$ cat config.mk
export PLATFORM = sky130hd
export DESIGN_NAME = alu_result_uart_tx
export DESIGN_NICKNAME = d
export VERILOG_FILES = /design/src/rtl/alu_result_uart_tx.sv
export SDC_FILE = /design/constraint.sdc
export NUM_CORES = 1
export LEC_CHECK = 0
export ABC_AREA = 1
export CORE_ASPECT_RATIO = 1.1
export CORE_MARGIN = 5
export CORE_UTILIZATION = 43
export DETAILED_ROUTE_END_ITERATION = 7
export GPL_TIMING_DRIVEN = 0
export PLACE_DENSITY_LB_ADDON = 0.1
export SLEW_MARGIN = 20
export SYNTH_ARGS = -nofsm -noshare
export SYNTH_HDL_FRONTEND = slang
export SYNTH_SLANG_ARGS = --single-unit
export TNS_END_PERCENT = 100
$ cat constraint.sdc
create_clock -name clk -period 5.2 [get_ports clk]
set_input_delay 1.3 -clock clk [delete_from_list [all_inputs] [get_ports clk]]
set_output_delay 1.3 -clock clk [all_outputs]
set_load 0.02 [all_outputs]
$ cat src/rtl/alu_result_uart_tx.sv
// Buffers ALU result words {ovf, carry, result} in a small FIFO and serialises
// each as a 13-bit UART frame: start, 8 result bits LSB first, carry, ovf, even parity, stop.
module alu_result_uart_tx #(
  parameter int unsigned DEPTH        = 4,
  parameter int unsigned CLKS_PER_BIT = 16
) (
  input  logic                    clk,
  input  logic                    rst_n,
  input  logic                    in_valid,
  output logic                    in_ready,
  input  logic [7:0]              in_result,
  input  logic                    in_carry,
  input  logic                    in_ovf,
  output logic                    tx,
  output logic                    busy,
  output logic [$clog2(DEPTH):0]  level,
  output logic [7:0]              frame_cnt
);

  localparam int unsigned AW = $clog2(DEPTH);
  localparam int unsigned TW = (CLKS_PER_BIT > 2) ? $clog2(CLKS_PER_BIT) : 1;
  localparam logic [TW-1:0] BIT_LAST = TW'(CLKS_PER_BIT - 1);
  localparam logic [AW:0]   FULL     = (AW + 1)'(DEPTH);

  typedef enum logic [2:0] {IDLE, START, DATA, PARITY, STOP} state_e;

  state_e          state_q, state_d;
  logic [TW-1:0]   timer_q, timer_d;
  logic [3:0]      bit_cnt_q, bit_cnt_d;
  logic [10:0]     shift_q, shift_d;
  logic            tx_q, tx_d;
  logic [7:0]      frame_cnt_q, frame_cnt_d;
  logic [AW:0]     level_q, level_d;
  logic [AW-1:0]   wr_ptr_q, wr_ptr_d;
  logic [AW-1:0]   rd_ptr_q, rd_ptr_d;
  logic [9:0]      mem_q [DEPTH];
  logic [9:0]      mem_d [DEPTH];

  logic            push;
  logic            pop;
  logic            bit_done;
  logic [9:0]      head;

  assign in_ready  = (level_q < FULL);
  assign push      = in_valid && in_ready;
  assign head      = mem_q[rd_ptr_q];
  assign bit_done  = (timer_q == BIT_LAST);

  assign tx        = tx_q;
  assign busy      = (state_q != IDLE);
  assign level     = level_q;
  assign frame_cnt = frame_cnt_q;

  // Shifter holds {parity, ovf, carry, result}; bit 0 is always the next bit to send.
  always_comb begin
    state_d     = state_q;
    timer_d     = timer_q;
    bit_cnt_d   = bit_cnt_q;
    shift_d     = shift_q;
    tx_d        = tx_q;
    frame_cnt_d = frame_cnt_q;
    pop         = 1'b0;

    if (state_q != IDLE) begin
      timer_d = bit_done ? '0 : timer_q + 1'b1;
    end

    case (state_q)
      IDLE: begin
        tx_d = 1'b1;
        if (level_q != '0) begin
          pop     = 1'b1;
          shift_d = {^head, head};
          timer_d = '0;
          tx_d    = 1'b0;
          state_d = START;
        end
      end
      START: begin
        if (bit_done) begin
          tx_d      = shift_q[0];
          shift_d   = shift_q >> 1;
          bit_cnt_d = '0;
          state_d   = DATA;
        end
      end
      DATA: begin
        if (bit_done) begin
          tx_d    = shift_q[0];
          shift_d = shift_q >> 1;
          if (bit_cnt_q == 4'd9) begin
            state_d = PARITY;
          end else begin
            bit_cnt_d = bit_cnt_q + 1'b1;
          end
        end
      end
      PARITY: begin
        if (bit_done) begin
          tx_d    = 1'b1;
          state_d = STOP;
        end
      end
      STOP: begin
        if (bit_done) begin
          frame_cnt_d = frame_cnt_q + 1'b1;
          if (level_q != '0) begin
            pop     = 1'b1;
            shift_d = {^head, head};
            tx_d    = 1'b0;
            state_d = START;
          end else begin
            tx_d    = 1'b1;
            state_d = IDLE;
          end
        end
      end
      default: begin
        tx_d    = 1'b1;
        state_d = IDLE;
      end
    endcase
  end

  always_comb begin
    mem_d    = mem_q;
    wr_ptr_d = wr_ptr_q;
    rd_ptr_d = rd_ptr_q;
    level_d  = level_q;
    if (push) begin
      mem_d[wr_ptr_q] = {in_ovf, in_carry, in_result};
      wr_ptr_d        = wr_ptr_q + 1'b1;
    end
    if (pop) begin
      rd_ptr_d = rd_ptr_q + 1'b1;
    end
    case ({push, pop})
      2'b10:   level_d = level_q + 1'b1;
      2'b01:   level_d = level_q - 1'b1;
      default: level_d = level_q;
    endcase
  end

  always_ff @(posedge clk or negedge rst_n) begin
    if (!rst_n) begin
      state_q     <= IDLE;
      timer_q     <= '0;
      bit_cnt_q   <= '0;
      shift_q     <= '0;
      tx_q        <= 1'b1;
      frame_cnt_q <= '0;
      level_q     <= '0;
      wr_ptr_q    <= '0;
      rd_ptr_q    <= '0;
      mem_q       <= '{default: '0};
    end else begin
      state_q     <= state_d;
      timer_q     <= timer_d;
      bit_cnt_q   <= bit_cnt_d;
      shift_q     <= shift_d;
      tx_q        <= tx_d;
      frame_cnt_q <= frame_cnt_d;
      level_q     <= level_d;
      wr_ptr_q    <= wr_ptr_d;
      rd_ptr_q    <= rd_ptr_d;
      mem_q       <= mem_d;
    end
  end

endmodule
* Yosys cells after proc, flatten, opt, wreduce, memory -nomap -nowiden
Index checks and enable logic that the tools add are counted.
** Storage, ports and cells
- Flip-flop bits (word level) :: 78
- Latch bits :: 0
- Memory bits (writable) :: 0
- Bits in read-only memories :: 0
- Input bits :: 13
- Output and inout port bits :: 14
- Word-level logic and storage cells :: 92
- Memories :: 0
** Operators by class
- Add/sub/neg operators :: 7
- Multiply operators :: 0
- Divide/modulo/power cells :: 0
- Magnitude comparators :: 4
- Equal/unequal tests :: 16
- Shift-type cells :: 0
- Multiplexer cells :: 35
- Bitwise gates (word level) :: 2
- Reductions and logical operators :: 15
** Operators by type and width (count)
- bitwise mux 40 bit :: 1
- 2-to-1 mux 11 bit :: 3
- case mux 11 bit (3 select lines) :: 1
- 2-to-1 mux 10 bit :: 3
- 2-to-1 mux 4 bit :: 7
- binary-select mux 10 bit (select 2 bit) :: 1
- demux 10 bit (select 2 bit) :: 1
- 2-to-1 mux 3 bit :: 6
- case mux 3 bit (5 select lines) :: 1
- inequality test 2 bit (second input constant) :: 7
- XOR reduction 10 bit :: 1
- nonzero test 3 bit :: 3
- adder 4 x 1 -> 4 bit (second input constant) :: 2
- adder 8 x 1 -> 8 bit (second input constant) :: 1
- == test 4 bit (second input constant) :: 2
- case mux 4 bit (2 select lines) :: 1
- 2-to-1 mux 1 bit :: 7
- == test 3 x 2 -> 1 bit (second input constant) :: 2
- >= comparator 3 bit (second input constant) :: 2
- NOT 2 -> 3 bit :: 2
- case mux 3 bit (2 select lines) :: 1
- AND reduction 3 bit :: 2
- AND reduction 6 bit :: 1
- adder 2 x 1 -> 2 bit (second input constant) :: 2
- other kinds (17) :: 19

* Depth between registers and ports, before layout
- Word-level depth :: 8
- Gate-level depth with buffers :: 15

* Worst setup path before layout
Ideal clock, no wire load.
- Path type :: input -> register
- Start point :: input in_valid
- End point :: register level_q[2] (netlist: level[2])
- Data arrival time :: 2327 ps
- Path slack :: 2742 ps
- Cell stages on the path :: 7
- Path buffers :: 0
- Path through :: nand2_1 ha_1 inv_1 fa_1 a21oi_1 o21ai_0 xor2_1
** On the way
- Word-level cells in the longest chain between the ends :: 3
- Elaborated cells on any way between the ends :: 5
- Those cells by class :: eq/ne: 2; mux: 1; reduce/logical: 2
** Ends and longest elaborated chain
- start: declaration :: RTL line 9 : input logic in_valid,
- logical AND 1 bit (*) :: RTL line 45 : assign push = in_valid && in_ready;
- == test 2 x 1 -> 1 bit or == test 2 bit (tied branches) :: RTL line 137 : case ({push, pop})
- case mux 3 bit (2 select lines) or nonzero test 2 bit (tied branches)
- end signal: assignment :: RTL line 163 : level_q <= level_d;
- end: declaration :: RTL line 33 : logic [AW:0] level_q, level_d;
Mark *: on every way between the ends. The rest lies on a longest branch, timed or not.
A chain may end at the register's enable or synchronous reset.

* Worst setup path in the final report
- Start point :: register state_q[0]
- End point :: output busy
** On the way
- Word-level cells in the longest chain between the ends :: 1
** Ends and longest elaborated chain
- start: declaration :: RTL line 27 : state_e state_q, state_d;
- start signal: assignment :: RTL line 157 : state_q <= state_d;
- nonzero test 3 bit :: RTL line 50 : assign busy = (state_q != IDLE);
- end: declaration :: RTL line 15 : output logic busy,
Every way passes these cells.

==> impl_metrics.tcl <==
set metrics [dict create \
    status "complete, no violations" \
    track_usage_pct 17.1 \
    ctsHoldBuffers 0 \
    critPathKind "reg -> out" \
    drive_above_1_share_pct 8.24 \
    fillers 862 \
    synth_cell_types 33 \
    dp_hpwl_um 6170 \
    finalInstanceArea_mm2 0.00454 \
    cp.arrival_ps 1880 \
    crit_slowest_cell "clkdlybuf4s50_1" \
    grt_max_degree 51 \
    dieWidth_um 101 \
    drt_first_pass_iters 4 \
    start_kind "register" \
    slew_headroom_pct 60.4 \
    cts_tree "done" \
    totalWireLength_um 8780 \
    die_y_um 110 \
    io_pins 27 \
    setup_ws_ps 2020 \
    path_clk_slew_ps 70 \
    finalHoldViolCount 0 \
    post-route-drc-count 0 \
    initial_core_util_pct 44.2 \
    ctsResizeCount 0 \
    clockPowerShare_pct 23.1 \
    worst_ep_required_time_ps 3900 \
    synth-seq-cells 78 \
    crit_path_end_kind "output pin" \
    antenna_found_initial 0 \
    syn_area_mm2 0.00394 \
    port_buffers 26 \
    switchingPower_w 0.000650 \
    period_share_pct 61.1 \
    synth_edf_count 0 \
    cts_sinks 78 \
    syn2layout_area_growth_pct 15.3 \
    clockBufferDepth 2 \
    synth.yosys.seq_area_share_pct 49.6 \
    overflow 0 \
    fin_crit_ps 3180 \
    pwr-share-comb_pct 30.3 \
    cts_inserted_buffers 9 \
    drv_cap 0 \
    nets 554 \
    fmax_mhz 315 \
    coreArea_mm2 0.00892 \
    synth_ff_type "dfrtp_1" \
    finalSetupViolations 0 \
    synthCells 493 \
    hold_path_class "reg -> reg" \
    synth_area_leader_cell "dfrtp_1" \
    async_reset_ff_share_pct 100 \
    p_per_area_mw_per_mm2 406 \
    synth_area_leaders "dfrtp_1 (49%), nand2_1 (18%), o21ai_0 (7.1%)" \
    worstSkewPairLatency_ps 350 \
    cp.buffers_inverters 3 \
    post_cts_buffers 0 \
    post-synth-top-count-cell "nand2_1" \
    die_area_mm2 0.0112 \
    rsz0062_at_grt "no" \
    worst_slew_pin_slew_ps 594 \
    route.detailed.wl_per_inst_um 13.5 \
    critical_path.top_delay_family "buffers and inverters" \
    synthTopCellsByCount "nand2_1 (192), dfrtp_1 (77), o21ai_0 (56)" \
    drtIter0Drc 131 \
    ir_worst_vdd_mv 0.232 \
    drv_slew 0 \
    cellLeakagePower_nw 2.21 \
    grt_pass1_vias 3204 \
    path_cells "inv_1, nand2_1, nor2_1, inv_2, clkdlybuf4s50_1" \
    synth.top_cell.area_share_pct 48.9 \
    p_sw_share_pct 35.2 \
    synth_fp_nets 516 \
    n_antenna_cell 0 \
    placed_cell_area_mm2 0.00437 \
    fin_skew_ps 7.95 \
    dr_total_vias 3265 \
    h-tree-depth 3 \
    grt_pass1_wl_um 14800 \
    vias_per_cell 5.04 \
    postRouteAntennaNets 0 \
    cp_max_fo 6 \
    num_rows 36 \
    synth_area_per_cell_um2 7.99 \
    post-place-ws_ps 2220 \
    cts_root_buf "clkbuf_8" \
    pwr-share-seq_pct 46.5 \
    internal_power_w 0.00120 \
    gp_congestion 0.773 \
    synth_warnings 0 \
    crit_path_max_incr_delay_ps 620 \
]
## placed cells by master (no fill, tap or decap), types with 4 or more instances in the layout
master | netlist | final
a21oi_1 | 4 | 4
a31oi_1 | 9 | 9
buf_2 | 8 | 8
clkbuf_1 | 8 | 8
clkbuf_8 | 0 | 9
clkdlybuf4s50_1 | 0 | 25
dfrtp_1 | 77 | 77
ha_1 | 9 | 9
inv_1 | 40 | 40
inv_2 | 5 | 5
nand2_1 | 192 | 192
nand3_1 | 31 | 31
nor2_1 | 16 | 16
o21ai_0 | 56 | 56
xor2_1 | 11 | 11
## cells by family (layout without fill, tap and decap cells)
| family | count (synthesis) | after routing | share of synthesized area, % |
|---|---|---|---|
| xor+xnor | 14 | 14 | 3.11 |
| buf+inv | 63 | 104 | 6.51 |
| flops | 78 | 78 | 49.6 |
| fa+ha+maj | 10 | 10 | 3.37 |
| compound gates | 76 | 76 | 11.1 |
| mux | 1 | 1 | 0.286 |
| simple gates | 251 | 251 | 26.1 |
## worst register-to-register path, stage by stage (launching register included)
cell	delay, ps
dfrtp_1	390
ha_1	180
nand2_1	80
nor2_1	150
inv_1	140
nor2_4	210
o21ai_4	150
nor2_4	180
ha_1	170
inv_1	60
fa_1	380
a21oi_1	140
o21ai_0	110
xor2_1	150
## per-stage QoR
step	setup TNS, ps	util, %	power [W]	hold WS, ps	cells
3_5_place_dp	0	49.0	0.00143	457	634
6_report	0	51.0	0.00185	466	648
3_3_place_gp	-4010	48.7	0.00141	455	633
5_1_grt	0	51.0	0.00200	490	648
2_1_floorplan	0	-	0.00125	444	493
4_1_cts	0	51.0	0.00187	470	648
## registers in the layout (all words and copies together) (netlist names)
name       flops
frame_cnt      8
rd_ptr_q       2
tx             1
state_q        3
shift_q       11
level          3
timer_q        4
wr_ptr_q       2
bit_cnt_q      4
mem_q         40
## routing by layer
| metal | global-route usage (%) | part of all wire [%] |
|---|---|---|
| met5 | 0 | 0 |
| met4 | 7.41 | 1.7 |
| met2 | 29.5 | 50 |
| met3 | 2.27 | 3.9 |
| met1 | 21.3 | 44 |
## path summary, 6_finish.rpt
kind                                          startpoint                  endpoint  slack, ps  depth (start not counted)
worst max-delay path              state_q[0]$_DFFE_PN0P_                      busy       2020                          5
worst min-delay path            frame_cnt[7]$_DFFE_PN0P_  frame_cnt[7]$_DFFE_PN0P_        470                          1
worst max register to register      timer_q[0]$_DFF_PN0_      level[2]$_DFFE_PN0P_       2610                         13
worst min register to register  frame_cnt[7]$_DFFE_PN0P_  frame_cnt[7]$_DFFE_PN0P_        470                          1
max in group asynchronous                          rst_n     mem_q[21]$_DFFE_PN0P_       3750                          2
min in group asynchronous                          rst_n  bit_cnt_q[3]$_DFFE_PN0P_        880                          1
## power groups by stage
stage / Combinational, W / Sequential [W] / Clock [W]
after floorplan: 0.000393 / 0.000860 / 0
after global placement: 0.000544 / 0.000863 / 0
after detailed placement: 0.000564 / 0.000868 / 0
after CTS: 0.000566 / 0.000857 / 0.000444
after global routing: 0.000650 / 0.000877 / 0.000469
final: 0.000560 / 0.000859 / 0.000427
## area by class of cell
type / count / area (um^2) / share of cell area [%]
clock buffers: 9 / 124 / 2.73
repair buffers: 27 / 285 / 6.28
flip-flops and latches: 78 / 1950 / 43.0
clock inverters: 5 / 52.6 / 1.16
plain buffers: 17 / 81.3 / 1.79
well taps: 114 / 143 / 3.14
multi-input cells: 352 / 1730 / 38.1
inverters: 46 / 175 / 3.85
Power figures use the tool's default switching activity.
